**config.mk**
```make
export PLATFORM = sky130hd
export DESIGN_NAME = ofifo_psum_flat
export DESIGN_NICKNAME = d
export VERILOG_FILES = /design/src/rtl/psum_pkg.sv /design/src/rtl/ofifo_psum_if.sv /design/src/rtl/ofifo_col.sv /design/src/rtl/ofifo_psum.sv /design/src/flat_wrapper.sv
export SDC_FILE = /design/constraint.sdc
export NUM_CORES = 1
export LEC_CHECK = 0
export BUFFER_PORTS_ARGS = -buffer_cell sky130_fd_sc_hd__buf_2
export CAP_MARGIN = 20
export CELL_PAD_IN_SITES_DETAIL_PLACEMENT = 1
export CELL_PAD_IN_SITES_GLOBAL_PLACEMENT = 1
export CORE_ASPECT_RATIO = 0.8
export CORE_MARGIN = 4
export CORE_UTILIZATION = 32
export DETAILED_ROUTE_END_ITERATION = 10
export GPL_ROUTABILITY_DRIVEN = 0
export PLACE_DENSITY_LB_ADDON = 0.1
export SYNTH_ARGS = -nofsm -noshare
export SYNTH_HDL_FRONTEND = slang
export SYNTH_SLANG_ARGS = --single-unit
```
**constraint.sdc**
```tcl
create_clock -name clk -period 4.85 [get_ports clk]
set_input_delay 0 -clock clk [delete_from_list [all_inputs] [get_ports clk]]
set_output_delay 0 -clock clk [all_outputs]
set_load 0.02 [all_outputs]
```
**src/rtl/psum_pkg.sv**
```systemverilog
// rtl/psum_pkg.sv - shared constants and psum type for the output FIFO collector
package psum_pkg;
    localparam int COL         = 8;
    localparam int PSUM_BW     = 16;
    localparam int OFIFO_DEPTH = 8;
    localparam int PTR_W       = $clog2(OFIFO_DEPTH);

    typedef logic signed [PSUM_BW-1:0] psum_t;
endpackage

```
**src/rtl/ofifo_psum_if.sv**
```systemverilog
// rtl/ofifo_psum_if.sv - write/read bus between the MAC array, ofifo_psum and readout
interface ofifo_psum_if;
    import psum_pkg::*;

    logic [COL-1:0]         wr;
    logic [COL*PSUM_BW-1:0] in;
    logic                   rd;
    logic [COL*PSUM_BW-1:0] out;
    logic                   o_valid;
    logic                   o_full;
    logic                   o_ovf;

    modport master (output wr, in, rd, input out, o_valid, o_full, o_ovf);
    modport slave  (input wr, in, rd, output out, o_valid, o_full, o_ovf);
endinterface

```
**src/rtl/ofifo_col.sv**
```systemverilog
// rtl/ofifo_col.sv - single-column circular FIFO; read pointer is supplied by the parent
module ofifo_col
    import psum_pkg::*;
(
    input  logic             clk,
    input  logic             reset,
    input  logic             wr_en,
    input  psum_t            wr_data,
    input  logic             pop,
    input  logic [PTR_W-1:0] rptr,
    output psum_t            rd_data,
    output logic             full,
    output logic             empty,
    output logic             drop
);
    psum_t            mem [OFIFO_DEPTH];
    logic [PTR_W-1:0] wptr;
    logic [PTR_W:0]   count;
    logic             push;

    assign full    = (count == (PTR_W+1)'(OFIFO_DEPTH));
    assign empty   = (count == '0);
    // A pop in the same cycle frees a slot, so a write to a full column is still taken.
    assign push    = wr_en && (!full || pop);
    assign drop    = wr_en && full && !pop;
    assign rd_data = mem[rptr];

    // Write pointer and occupancy count; count is unchanged when push and pop coincide.
    always_ff @(posedge clk or negedge reset) begin
        if (!reset) begin
            wptr  <= '0;
            count <= '0;
        end else begin
            if (push)
                wptr <= wptr + 1'b1;
            case ({push, pop})
                2'b10:   count <= count + 1'b1;
                2'b01:   count <= count - 1'b1;
                default: ;
            endcase
        end
    end

    // Storage needs no reset; occupancy is tracked by count alone.
    always_ff @(posedge clk) begin
        if (push)
            mem[wptr] <= wr_data;
    end
endmodule

```
**src/rtl/ofifo_psum.sv**
```systemverilog
// rtl/ofifo_psum.sv - column-aligned output FIFO below the MAC array; optional OFIFO_RELU_EN
module ofifo_psum
    import psum_pkg::*;
(
    input  logic        clk,
    input  logic        reset,
    ofifo_psum_if.slave bus
);
    logic [PTR_W-1:0] rptr;
    logic [COL-1:0]   col_full;
    logic [COL-1:0]   col_empty;
    logic [COL-1:0]   col_drop;
    psum_t            lane_raw [COL];
    logic             ovf_q;
    logic             pop;
    psum_t            lane;

    // Flags come only from registered counts, so no wr/rd combinational path.
    assign bus.o_valid = ~|col_empty;
    assign bus.o_full  = |col_full;
    assign bus.o_ovf   = ovf_q;
    assign pop         = bus.rd && bus.o_valid;

    for (genvar i = 0; i < COL; i++) begin : g_col
        ofifo_col u_col (
            .clk     (clk),
            .reset   (reset),
            .wr_en   (bus.wr[i]),
            .wr_data (bus.in[PSUM_BW*i +: PSUM_BW]),
            .pop     (pop),
            .rptr    (rptr),
            .rd_data (lane_raw[i]),
            .full    (col_full[i]),
            .empty   (col_empty[i]),
            .drop    (col_drop[i])
        );
    end

    // Shared read pointer and sticky overflow flag.
    always_ff @(posedge clk or negedge reset) begin
        if (!reset) begin
            rptr  <= '0;
            ovf_q <= 1'b0;
        end else begin
            if (pop)
                rptr <= rptr + 1'b1;
            if (|col_drop)
                ovf_q <= 1'b1;
        end
    end

    // Head row readout; lanes read as zero until a complete row is present.
    always_comb begin
        bus.out = '0;
        lane    = '0;
        for (int i = 0; i < COL; i++) begin
            lane = bus.o_valid ? lane_raw[i] : '0;
`ifdef OFIFO_RELU_EN
            if (lane[PSUM_BW-1])
                lane = '0;
`endif
            bus.out[PSUM_BW*i +: PSUM_BW] = lane;
        end
    end
endmodule

```
**src/flat_wrapper.sv**
```systemverilog
// flat-port wrapper written by rule: the top's interface ports become plain ports
module ofifo_psum_flat import psum_pkg::*;
  (clk, reset, bus_wr, bus_in, bus_rd, bus_out, bus_o_valid, bus_o_full, bus_o_ovf);
  ofifo_psum_if bus_i ();
  input  logic clk;
  input  logic reset;
  input wire logic [$bits(bus_i.wr)-1:0] bus_wr;
  input wire logic [$bits(bus_i.in)-1:0] bus_in;
  input wire logic [$bits(bus_i.rd)-1:0] bus_rd;
  output wire logic [$bits(bus_i.out)-1:0] bus_out;
  output wire logic [$bits(bus_i.o_valid)-1:0] bus_o_valid;
  output wire logic [$bits(bus_i.o_full)-1:0] bus_o_full;
  output wire logic [$bits(bus_i.o_ovf)-1:0] bus_o_ovf;
  assign bus_i.wr = bus_wr;
  assign bus_i.in = bus_in;
  assign bus_i.rd = bus_rd;
  assign bus_out = bus_i.out;
  assign bus_o_valid = bus_i.o_valid;
  assign bus_o_full = bus_i.o_full;
  assign bus_o_ovf = bus_i.o_ovf;
  ofifo_psum u_core (.clk(clk), .reset(reset), .bus(bus_i));
endmodule
```
== Yosys cells after proc, flatten, opt, wreduce, memory -nomap -nowiden ==
Memory sizes are Yosys's and may differ from the RTL's.
Index checks and enable logic that the tools add are counted.

* Register bits: 60
* Memories kept: 8
* Word-level logic and storage cells: 169
* RAM bits: 1024
* Output and inout port bits: 131
* Bits of input ports: 139

{| class="wikitable"
|+ Memories
! name !! words !! bits a word !! rd ports !! clocked after memory_dff !! wr ports !! RTL line !! RTL
|-
| u_core.g_col[0].u_col.mem || 8 || 16 || 1 || 0 || 1 || ofifo_col.sv:16 || <nowiki>psum_t mem [OFIFO_DEPTH];</nowiki>
|-
| u_core.g_col[1].u_col.mem || 8 || 16 || 1 || 0 || 1 || ofifo_col.sv:16 ||
|-
| u_core.g_col[2].u_col.mem || 8 || 16 || 1 || 0 || 1 || ofifo_col.sv:16 ||
|-
| u_core.g_col[3].u_col.mem || 8 || 16 || 1 || 0 || 1 || ofifo_col.sv:16 ||
|-
| u_core.g_col[4].u_col.mem || 8 || 16 || 1 || 0 || 1 || ofifo_col.sv:16 ||
|-
| u_core.g_col[5].u_col.mem || 8 || 16 || 1 || 0 || 1 || ofifo_col.sv:16 ||
|-
| 2 more memories || - || - || - || - || - || - ||
|}

* Reduce and logical (&&, ||, !) cells: 62
* Equality and inequality tests: 24
* Add/sub/neg operators: 25
* Muxes and demuxes: 32

{| class="wikitable"
|+ Operators by type and width
! cell !! number
|-
| $mux W16 || 8
|-
| $pmux W4 S2 || 8
|-
| $add A4 B1 Y4 const B || 8
|-
| $eq A4 B4 Y1 const B || 8
|-
| $logic_not A4 Y1 || 8
|-
| $sub A4 B1 Y4 const B || 8
|-
| $add A3 B1 Y3 const B || 9
|-
| $logic_and A1 B1 Y1 || 25
|-
| $reduce_or A8 Y1 || 3
|-
| $eq A2 B1 Y1 const B || 8
|-
| $eq A2 B2 Y1 const B || 8
|-
| $mux W1 || 16
|-
| $reduce_bool A2 Y1 || 8
|-
| $logic_not A1 Y1 || 10
|-
| $logic_or A1 B1 Y1 || 8
|}

== Depth between registers and ports, before layout ==
Gate-level depths: netlist (run 1).

* Depth after elaboration: 8
* Depth in mapped cells: 15
* Gate-level depth less buffers: 12

== Cells and area by module ==
From an unflattened synthesis (run 1), not the netlist that was laid out.

* Cell total of the unflattened synthesis: 2041
* Area total of the unflattened synthesis: 44198.6 um^2

{| class="wikitable"
|+ By module, submodules not included
! module !! area each (um^2) !! seq. area each (um^2) !! times used !! cells each
|-
| ofifo_col || 5373.9 || 4018.9 || 8 || 233
|-
| ofifo_psum || 1207.4 || 100.1 || 1 || 177
|}

== Worst setup path after synthesis (run 1) ==
Ideal clock, no wire load.

* Path kind: register -> register
* From: reg u_core.g_col[5].u_col.count[1]
* To: mem u_core.g_col[5].u_col.mem[0][0] (netlist name) (enable)
* Slack: 1.236 ns
* Library setup time: 0.436 ns
* Cell stages (with the launch flop): 8
* Required time: 4.414 ns
* Arrival time: 3.177 ns
* Period minus slack after synthesis: 3.614 ns
* Buffers on the path: 1
* Cells stage by stage: dfrtp_1 > or3_1 > a2bb2oi_1 > nand4_4 > inv_2 > buf_4 > nor2_1 > nor4b_1

* Cells in the longest elaborated chain, start to end: 8
* Elaborated cells between the ends (all ways): 10
* Classes of those cells: eq/ne: 1; mux: 2; reduce/logical: 7

{| class="wikitable"
|+ RTL lines
! what !! RTL line !! RTL
|-
| start: declaration || ofifo_col.sv:18 || <nowiki>logic [PTR_W:0] count;</nowiki>
|-
| start signal: assignment || ofifo_col.sv:37 || <nowiki>2'b10: count <= count + 1'b1;</nowiki>
|-
| start signal: assignment || ofifo_col.sv:38 || <nowiki>2'b01: count <= count - 1'b1;</nowiki>
|-
| $logic_not A4 Y1 || ofifo_col.sv:22 || <nowiki>assign empty = (count == '0);</nowiki>
|-
| $reduce_or A8 Y1 || ofifo_psum.sv:19 || <nowiki>assign bus.o_valid = ~|col_empty;</nowiki>
|-
| $logic_not A1 Y1 || ofifo_psum.sv:19 ||
|-
| $logic_and A1 B1 Y1 || ofifo_psum.sv:22 || <nowiki>assign pop = bus.rd && bus.o_valid;</nowiki>
|-
| $logic_or A1 B1 Y1 (*) || ofifo_col.sv:24 || <nowiki>assign push = wr_en && (!full || pop);</nowiki>
|-
| $logic_and A1 B1 Y1 (*) || ofifo_col.sv:24 ||
|-
| $mux W1 (*) || ofifo_col.sv:46 || <nowiki>if (push)</nowiki>
|-
| $mux W1 (implied by the code) (*) || ofifo_col.sv:47 || <nowiki>mem[wptr] <= wr_data;</nowiki>
|-
| end: declaration || ofifo_col.sv:16 ||
|}

Mark *: on every way between the ends. The rest lies on a longest branch, timed or not.

== Final worst setup path (run 1) ==
* From: reg u_core.g_col[3].u_col.count[0]
* To: reg u_core.g_col[2].u_col.count[3]

* Cells in the longest elaborated chain, start to end: 8
* Elaborated cells between the ends (all ways): 10
* Classes of those cells: eq/ne: 2; mux: 1; reduce/logical: 7

{| class="wikitable"
|+ RTL lines
! what !! RTL line !! RTL
|-
| start: declaration || ofifo_col.sv:18 ||
|-
| start signal: assignment || ofifo_col.sv:37 ||
|-
| start signal: assignment || ofifo_col.sv:38 ||
|-
| $logic_not A4 Y1 (*) || ofifo_col.sv:22 ||
|-
| $reduce_or A8 Y1 (*) || ofifo_psum.sv:19 ||
|-
| $logic_not A1 Y1 (*) || ofifo_psum.sv:19 ||
|-
| $logic_and A1 B1 Y1 (*) || ofifo_psum.sv:22 ||
|-
| $logic_or A1 B1 Y1 || ofifo_col.sv:24 ||
|-
| $logic_and A1 B1 Y1 || ofifo_col.sv:24 ||
|-
| $eq A2 B1 Y1 / $eq A2 B2 Y1 (equally long branches) || ofifo_col.sv:36 || <nowiki>case ({push, pop})</nowiki>
|-
| $pmux W4 S2 / $reduce_bool A2 Y1 (equally long branches) || - ||
|-
| end signal: assignment || ofifo_col.sv:37 ||
|-
| end signal: assignment || ofifo_col.sv:38 ||
|-
| end: declaration || ofifo_col.sv:18 ||
|}

Marks and branches as above.
A chain may end at the register's enable or synchronous reset.

==> reports/metrics.yaml, run 1 <==
timing:
  period_needed_ps: 4237
  fin_tns_setup_ps: 0
  rsz0062_at_grt: "no"
  slew_headroom_pct: 29.48
  max_freq_ghz: 0.2360
  finalCritPeriodShare_pct: 87.36
  fin_skew_ps: 21.18
  drv_slew: 0
  final-hold-violation-count: 0
  worst_pin_slew_ps: 1058
  finalSetupViolations: 0
  setup_slack_ps: 612.8
setup_path:
  crit_path_end_kind: "register"
  crit_path_start_kind: "register"
  slowest_delay_ps: 860
  worstPathArrival_ps: 4890
  cpMaxStageDelayCell: "nor4_1"
  cp.required_ps: 5510
  worstSetupPathType: "register to register"
  crit_chain: "nor4_1 > nor4_4 > nand4_4 > inv_2 > nand2_1 > inv_1 > ha_1 > a21o_1 > a21o_1 > nand3_1 > dlygate4sd3_1 > a311oi_1 > dlygate4sd3_1"
  cp_max_fo: 28
routing:
  vias: 21519
  antenna_left: 0
  drtIter0Drc: 1351
  drtPass1Iterations: 5
  routed_wl_um: 105400
  via_per_inst: 4.834
  wl_per_cell_um: 23.67
  drc: 0
clock_tree:
  cts_root_buf: "clkbuf_16"
  htree_levels: 3
  clk_pin_slew_ps: 60
  cts_made_buffers: 115
  cts_buffer_depth: 3
  clock_latency_ps: 720
  ctsResizeCount: 0
  cts_tree: "yes"
  clock_sinks: 1084
yosys:
  yosys.area_share.simple_pct: 3.388
  synth-edff-count: 1024
  synth_nets: 2273
  synth-adder-area-share_pct: 1.083
  synth.top_cell.area_share_pct: 71.53
  ys_types: 50
  yosysSeqAreaShare_pct: 75.02
  syn_area_um2: 42990
  muxShareOfSynthArea_pct: 17.00
  syn_avg_cell_area_um2: 20.46
  synth_compound_area_share_pct: 1.240
  yosys_warnings: 0
  synth.largest_area_cell: "edfxtp_1"
  async_flop_share_pct: 5.535
  synthXorXnorAreaFrac_pct: 0.7742
  synthFlopType: "edfxtp_1"
  synth_top_family_by_area: "multiplexers"
  synth.ff_latch_count: 1084
  syn_inst: 2101
  yosys-top-cells-area: "edfxtp_1 (72%), mux4_2 (13%), dfrtp_1 (3.5%), mux2i_1 (3.2%), nor2_1 (1.4%)"
grt:
  antenna_found_initial: 6
  grt_use_total_pct: 15.07
  overflow: 0
  grt_pass1_wl_um: 158800
  grt_pass1_vias: 24462
  grt_max_degree: 72
power:
  ir_worst_vdd_v: 0.0006363
  p_per_area_nw_per_um2: 647.2
  leakagePower_nw: 17.87
outcome:
  status: "complete, no violations"
finish:
  areaGrowthSynthToFinish_pct: 21.37
  finalNetCount: 2779
  drive_gt1_share_pct: 31.15
die:
  rows: 119
  coreArea_um2: 132500
  initial_core_util_pct: 32.44
  die_area_um2: 140300
  io_pins: 270
  die_y_um: 335.8
  die_width_um: 417.8
min_path:
  hold_class: "input port to async pin"
flow_run:
  maxCapViolCount: 0
place:
  portBuffers: 269
  place_ws_ps: 1362
  dp_hpwl_um: 61780
## layout by cell type (no fill, tap or decap), drive strengths merged, types with 3 or more instances in the layout
master          n
nor2          157
nand4           9
buf           360
nor3           36
o22ai           9
clkbuf        140
a22o            6
xnor2          31
nand3          18
ha             26
nor4b           5
nand2          33
xor2            7
fa              7
or3             6
a311oi          3
nand2b          4
dfrtp          60
nand3b          7
and3            4
a21oi           5
a21o           14
mux4          256
clkinv         49
mux2           16
dlygate4sd3   140
inv            45
edfxtp       1024
o211ai          8
o21ai          21
diode           5
bufinv          8
a2bb2oi         4
mux2i         136
nor4           24
## state kept, by name, indices dropped and copies added (netlist names)
register and count:
u_core.g_col.u_col.mem 1024, u_core.g_col.u_col.count 32, u_core.g_col.u_col.wptr 24, u_core.rptr 3, u_core.bus.o_ovf 1
## power breakdown
part           total, mW  switching, mW  internal [mW]
sequential          12.8          0.908           11.9
clock               8.38           3.58           4.80
combinational       12.6           7.60           5.02
total               33.8           12.1           21.7
## critical path: cells and delay by family (launching register included)
family,cells,cell delay (ps)
simple gates,5,1460
fa+ha+maj,1,270
flops,1,420
compound gates,3,540
buf+inv,4,1490
## what timing repair did
action | in CTS | in global routing
hold buffers | 140 | 0
hold endpoints to repair | 1277 | 0
endpoints found under the setup margin | 0 | 0
setup buffers | 0 | 0
## worst paths after layout
kind	depth (start not counted)	to	slack (ps)	start
max in group asynchronous	2	u_core.rptr[2]	4110	reset
hold reg to reg	1	u_core.g_col[4].u_col.count[3]	480	u_core.g_col[4].u_col.count[3]
setup reg to reg	13	u_core.g_col[2].u_col.count[3]	610	u_core.g_col[3].u_col.count[0]
min in group clk	2	u_core.g_col[6].u_col.mem[0][15]	80	bus_in[111]
setup / recovery	13	u_core.g_col[2].u_col.count[3]	610	u_core.g_col[3].u_col.count[0]
hold / removal	2	u_core.g_col[4].u_col.wptr[1]	5	reset
## cell usage after synthesis, types with 6 or more instances
master / instances
o22ai_1: 9
buf_1: 8
fa_1: 7
edfxtp_1: 1024
xor2_1: 7
nand3b_1: 7
a22o_1: 6
dfrtp_1: 60
mux2i_1: 136
clkbuf_1: 70
nor4_1: 22
o211ai_1: 8
a21o_1: 14
xnor2_1: 31
nor2_1: 157
mux4_2: 256
nor3_1: 36
inv_1: 40
nand2_1: 33
ha_1: 26
nand4_1: 8
o21ai_0: 13
or3_1: 6
o21ai_1: 7
nand3_1: 18
buf_2: 27
mux2_2: 15
## stage by stage
stage	power [mW]	utilization, %	area [um^2]	hold WS, ps	cells
2_1_floorplan	21.03	-	42990	-295.6	2101
3_3_place_gp	25.64	35.59	47160	167.5	4103
3_5_place_dp	25.96	35.61	47180	182.9	4104
4_1_cts	34.64	39.36	52160	18.59	4447
5_1_grt	35.88	39.36	52160	24.05	4448
6_report	33.77	39.37	52170	4.892	4452
## metal layers
layer  up-vias  track usage [%]  wire [um]
li1       9585                -          -
met1     11484            19.49      45650
met2       301            26.47      53980
met3       147            2.682       3362
met4         2            3.659       2354
met5         -                0         13
## layout make-up
type | count | area [um^2]
inverters | 41 | 153.9
repair buffers | 500 | 3591
flip-flops and latches | 1084 | 32260
multi-input cells | 865 | 10380
clock inverters | 63 | 573.1
fillers | 12833 | 80340
clock buffers | 140 | 3003
well taps | 1754 | 2195
diodes | 5 | 12.51
## cell families after synthesis
logic type                 after synthesis
AOI/OAI and AO/OA                       77
xor gates and xnor gates                38
adders and majority gates               33
buffers and inverters                  152
DFF                                   1084
muxes                                  408
and+or+nand+nor                        309
Power figures use the tool's default switching activity.
==> run 2: changes to the inputs <==
CTS_CLUSTER_SIZE = 8   (was not set)
SYNTH_HIERARCHICAL = 1   (was not set)
==> run 2 against run 1 <==
Utilization is 0.30 points higher. Clock power up 15%. Worst setup slack better by 280 ps. Synthesized cell count down 2.9%. Global-route usage is 0.069 points higher. Via count is 3.1% higher. Register-to-register slack improved by 740 ps. Critical endpoint is now bus_out[3]. Largest cell class unchanged.
==> reports/metrics.yaml, run 2 <==
yosys:
  yosys-top-cells-area: "edfxtp_1 (70%), mux4_1 (13%), mux2_2 (3.7%), dfrtp_1 (3.4%), and3_1 (1.7%)"
  yosysMostFrequentCell: "edfxtp_1"
  syn_avg_cell_area_um2: 21.66
  syn_area_um2: 44200
  async_flop_share_pct: 5.535
  synth.largest_area_cell: "edfxtp_1"
  synthFlopType: "edfxtp_1"
  yosys_warnings: 6
  synth.top_cell.area_share_pct: 69.57
  synth_nets: 2197
  syn_inst: 2041
  synth-edff-count: 1024
  ys_types: 36
  synth.ff_latch_count: 1084
  yosysSeqAreaShare_pct: 72.97
  synth_top_cells_by_count: "edfxtp_1 (1024), mux4_1 (224), mux2_2 (144)"
timing:
  rsz0062_at_grt: "no"
  finalSetupViolations: 0
  period_needed_ps: 3956
  fin_tns_setup_ps: 0
  finalCritPeriodShare_pct: 81.58
  worst_pin_slew_ps: 1081
  final-hold-violation-count: 0
  setup_slack_ps: 893.5
  fin_skew_ps: 25.73
  max_freq_ghz: 0.2528
  drv_slew: 0
  slew_headroom_pct: 27.91
min_path:
  min-delay-start: "bus_in[118]"
  hold_class: "input port to register"
clock_tree:
  clock_sinks: 1084
  cts_made_buffers: 154
  clk_pin_slew_ps: 50
  cts_root_buf: "clkbuf_16"
  htree_levels: 4
  cts_tree: "yes"
  ctsResizeCount: 0
  clock_latency_ps: 760
  cts_setup_buffers: 0
  cts_buffer_depth: 3
  hold_buffers: 175
routing:
  vias: 22178
  drtPass1Iterations: 4
  via_per_inst: 4.937
  antenna_left: 0
  drtIter0Drc: 1064
  drc: 0
  wl_per_cell_um: 24.25
  routed_wl_um: 108900
finish:
  final_cell_mix: "edfxtp_1 (1024), buf_2 (268), mux4_1 (224), dlygate4sd3_1 (174), clkbuf_16 (157)"
  finalNetCount: 2768
  largestRegisters: "u_core/g_col.u_col/mem: 1024 flops, u_core/g_col.u_col/count: 32 flops, u_core/g_col.u_col/wptr: 24 flops"
  final_common_cell: "edfxtp_1"
  multi_input_area_um2: 11460
  nFillCells: 12959
  register_area_um2: 32260
  largest_register_ffs: 1024
  final_area_um2: 54180
  regMostFlops: "u_core/g_col.u_col/mem"
  areaGrowthSynthToFinish_pct: 22.58
  drive_gt1_share_pct: 29.31
die:
  io_pins: 270
  initial_core_util_pct: 32.37
  coreArea_um2: 136600
  die_width_um: 423.5
  die_area_um2: 144200
  die_y_um: 340.4
  rows: 121
place:
  portBuffers: 269
  place_ws_ps: 1329
  dp_hpwl_um: 62800
  place_area_um2: 48180
setup_path:
  crit_path_end: "bus_out[3]"
  reg2reg_to: "u_core/g_col[6].u_col/mem[0][11]"
  cp_max_fo: 69
  reg2reg_from: "u_core/g_col[5].u_col/count[1]"
  cp.required_ps: 4850
  r2r_slack_ps: 1350
  crit_start: "u_core/g_col[5].u_col/count[1]"
  crit_path_start_kind: "register"
  worstSetupPathType: "register to primary output"
  worstPathArrival_ps: 3960
  crit_path_end_kind: "primary output"
  worstRegToRegCells: 9
power:
  combPwrFrac_pct: 35.6
  clock_power_share_pct: 27.5
  power.switching_mw: 11.90
  seq_power_share_pct: 36.8
  p_per_area_nw_per_um2: 644.8
  internal_power_mw: 23.04
  switching_share_pct: 34.06
  leakagePower_nw: 18.96
  ir_worst_vdd_v: 0.0005881
grt:
  grt_use_total_pct: 15.14
  antenna_found_initial: 7
  grt_max_degree: 98
  overflow: 0
  grt_pass1_vias: 25055
  grt_pass1_wl_um: 163100
outcome:
  status: "complete, no violations"
flow_run:
  maxCapViolCount: 0
-- run 2: cell types whose count changed in the layout (fill, tap and decap cells not counted), moves of 34 or more --
cell and change:
clkbuf_16 +41, mux2_2 +129, nor2_1 -123, mux2i_1 -136, and3_1 +115, mux4_1 +224, dlygate4sd3_1 +34, mux4_2 -224
-- run 2: worst min-delay path by stage --
stage	cells after the start	endpoint	slack, ps
after floorplan	0	u_core/bus.o_ovf	-300
after global placement	1	u_core/g_col[1].u_col/count[2]	170
after detailed placement	1	u_core/g_col[1].u_col/count[1]	180
after CTS	2	u_core/g_col[4].u_col/mem[3][0]	0.05
after global routing	2	u_core/g_col[7].u_col/mem[3][6]	40
final	2	u_core/g_col[7].u_col/mem[5][6]	70
-- run 2: cell families after synthesis --
group	after synthesis	share of synthesized area [%]
buf+inv	125	1.747
mux	401	18.64
xor+xnor	42	0.8323
fa+ha+maj	17	0.4812
compound gates	64	1.042
flops	1084	72.97
simple gates	308	4.289
-- run 2: cell type report --
class	instances	share of cell area (%)
Clock inverter	12	0.4041
Timing Repair Buffer	531	7.168
Clock buffer	176	7.401
Tap cell	1845	4.261
Inverter	9	0.06235
Sequential cell	1084	59.55
Antenna cell	3	0.01386
Multi-Input combinational cell	832	21.14
-- run 2: power groups by stage --
| stage | Combinational (mW) | Sequential (mW) | Clock, mW |
|---|---|---|---|
| 6_report | 12.4 | 12.9 | 9.62 |
| 5_1_grt | 13.5 | 13.0 | 10.4 |
| 4_1_cts | 12.9 | 12.9 | 10.0 |
| 3_5_place_dp | 12.7 | 13.1 | 0 |
| 3_3_place_gp | 12.5 | 12.9 | 0 |
| 2_1_floorplan | 8.77 | 12.5 | 0 |
-- run 2: critical path, cell delays in order (launching register included) --
cell     delay [ps]
dfrtp_1         440
or3_1           320
nor2_1          170
nor4_4          340
buf_4           710
buf_4           740
and3_1          280
buf_2           180
-- run 2: through the flow --
step	hold slack (ps)	total power [mW]	cells	utilization (%)
4_1_cts	0.05168	35.79	4489	39.67
6_report	72.71	34.94	4492	39.68
3_5_place_dp	183.6	25.76	4126	35.28
5_1_grt	37.61	36.97	4489	39.67
2_1_floorplan	-295.6	21.27	2041	-
3_3_place_gp	166.9	25.45	4126	35.28
-- run 2: routing by layer --
metal	vias up	track usage, %	part of all wire, %
met3	168	2.724	3.3
met1	11818	19.71	44
met5	-	0	0.024
li1	9833	-	-
met4	4	4.634	2.1
met2	355	25.85	50
==> run 3: changes to the inputs <==
clock period = 3.8 ns   (was 4.85 ns; I/O delays follow)
==> run 3 against run 2 <==
Critical path depth is the same. Sequential cell count stayed put. Utilization barely moved. Routed wire length rose by 0.36%. Combinational power is 31% higher. Count of clock-buffer cells in the layout increased by 5. Via count is 0.45% higher. Non-clock buffer count rose by 5. Register-to-register slack worse by 640 ps. First-iteration DRC count rose by 3.4%. Worst setup slack lost 560 ps. Die area stayed put. Critical path type unchanged. Critical endpoint is now bus_out[87]. Largest cell class unchanged.
==> reports/metrics.yaml, run 3 (synthesized netlist as in run 2, its figures left out) <==
outcome:
  status: "complete, no violations"
grt:
  grt_max_degree: 131
  grt_pass1_wl_um: 163500
  grt_pass1_vias: 25206
  grt_use_total_pct: 15.20
  overflow: 0
  antenna_found_initial: 5
timing:
  rsz0062_at_grt: "no"
  final-hold-violation-count: 0
  finalSetupViolations: 0
  period_needed_ps: 3469
  fin_tns_setup_ps: 0
  drv_slew: 0
  setup_slack_ps: 331.4
  worst_pin_slew_ps: 1088
  max_freq_ghz: 0.2883
  finalCritPeriodShare_pct: 91.28
  fin_skew_ps: 27.95
  fin_hold_ws_ps: 73.87
  slew_headroom_pct: 27.47
setup_path:
  worstPathArrival_ps: 3470
  crit_path_start_kind: "register"
  cp.required_ps: 3800
  cp_max_fo: 67
  crit_path_end_kind: "primary output"
  worstRegToRegCells: 10
  worstSetupPathType: "register to primary output"
die:
  io_pins: 270
  initial_core_util_pct: 32.37
  die_area_um2: 144200
  die_y_um: 340.4
  die_width_um: 423.5
  coreArea_um2: 136600
  rows: 121
clock_tree:
  cts_made_buffers: 154
  clock_latency_ps: 750
  clk_pin_slew_ps: 50
  cts_tree: "yes"
  cts_setup_buffers: 0
  cts_root_buf: "clkbuf_16"
  htree_levels: 4
  clock_sinks: 1084
  cts_buffer_depth: 3
place:
  dp_hpwl_um: 62810
  portBuffers: 269
  place_area_um2: 48310
  place_ws_ps: 657.6
finish:
  final_common_cell: "edfxtp_1"
  final_area_um2: 54150
  largest_register_ffs: 1024
  drive_gt1_share_pct: 29.55
  finalNetCount: 2773
  regMostFlops: "u_core/g_col.u_col/mem"
  areaGrowthSynthToFinish_pct: 22.52
  final_cell_mix: "edfxtp_1 (1024), buf_2 (268), mux4_1 (224), dlygate4sd3_1 (166), clkbuf_16 (157)"
  largestRegisters: "u_core/g_col.u_col/mem: 1024 flops, u_core/g_col.u_col/count: 32 flops, u_core/g_col.u_col/wptr: 24 flops"
routing:
  drtPass1Iterations: 6
  routed_wl_um: 109300
  vias: 22278
  wl_per_cell_um: 24.30
  drtIter0Drc: 1100
  antenna_left: 0
  via_per_inst: 4.951
  drc: 0
power:
  power_mw: 44.67
  ir_worst_vdd_v: 0.0008030
  leakagePower_nw: 18.96
  p_per_area_nw_per_um2: 825.0
flow_run:
  maxCapViolCount: 0
min_path:
  hold_class: "input port to register"
  hold_depth: 2
==> run 3: cell types whose count changed in the layout (fill, tap and decap cells not counted) <==
cell | before | now
dlygate4sd3_1 | 174 | 166
buf_6 | 0 | 2
clkinv_1 | 0 | 3
bufinv_16 | 1 | 0
inv_6 | 6 | 4
diode_2 | 3 | 2
clkinv_8 | 1 | 4
clkinv_16 | 4 | 0
buf_4 | 79 | 87
buf_12 | 9 | 12
clkbuf_1 | 18 | 23
==> run 3: final cells by class <==
class                           instances  area, um^2
Timing Repair Buffer                  536        3946
Antenna cell                            2       5.005
Multi-Input combinational cell        832       11460
Clock buffer                          181        4029
Sequential cell                      1084       32260
Fill cell                           13004       82410
Inverter                                9       33.78
Tap cell                             1845        2308
Clock inverter                         11       111.4
==> run 3: what timing repair did <==
item	4_1_cts	5_1_grt
endpoints found under the hold margin	1194	0
hold buffers	167	0
setup endpoints to repair	67	0
resized for setup	2	0
==> run 3: per-layer routing <==
metal	track usage (%)	part of all wire, %
met1	19.76	45
met2	25.92	50
met3	3.184	3.6
met4	4.030	1.9
met5	0	0.011
==> run 3: path summary, 6_finish.rpt <==
kind / slack (ps) / startpoint / end
max in group asynchronous: 3080 / reset / u_core/rptr[0]
worst min-delay path: 70 / bus_in[57] / u_core/g_col[3].u_col/mem[5][9]
worst max-delay path: 330 / u_core/g_col[3].u_col/count[1] / bus_out[87]
worst min register to register: 470 / u_core/bus.o_ovf / u_core/bus.o_ovf
min in group asynchronous: 420 / reset / u_core/g_col[7].u_col/wptr[2]
worst max register to register: 710 / u_core/g_col[6].u_col/count[1] / u_core/g_col[3].u_col/mem[4][0]
==> run 3: report_power, final <==
| part | switching [mW] | total, mW | leakage (nW) | internal [mW] |
|---|---|---|---|---|
| Sequential | 1.11 | 16.3 | 10.0 | 15.2 |
| Combinational | 9.31 | 16.2 | 6.94 | 6.93 |
| Clock | 4.81 | 12.1 | 2.02 | 7.33 |
==> run 3: metrics by stage <==
| stage | cells | util (%) |
|---|---|---|
| after floorplan | 2041 | - |
| after global placement | 4139 | 35.38 |
| after detailed placement | 4139 | 35.38 |
| after CTS | 4498 | 39.65 |
| after global routing | 4498 | 39.65 |
| final | 4500 | 39.65 |
==> run 3: critical path, cell delays in order (launching register included) <==
cell and delay [ps]:
dfrtp_1 440, or3_1 310, nor2_1 110, nor4_4 260, buf_6 580, buf_6 450, and3_1 260, buf_2 170
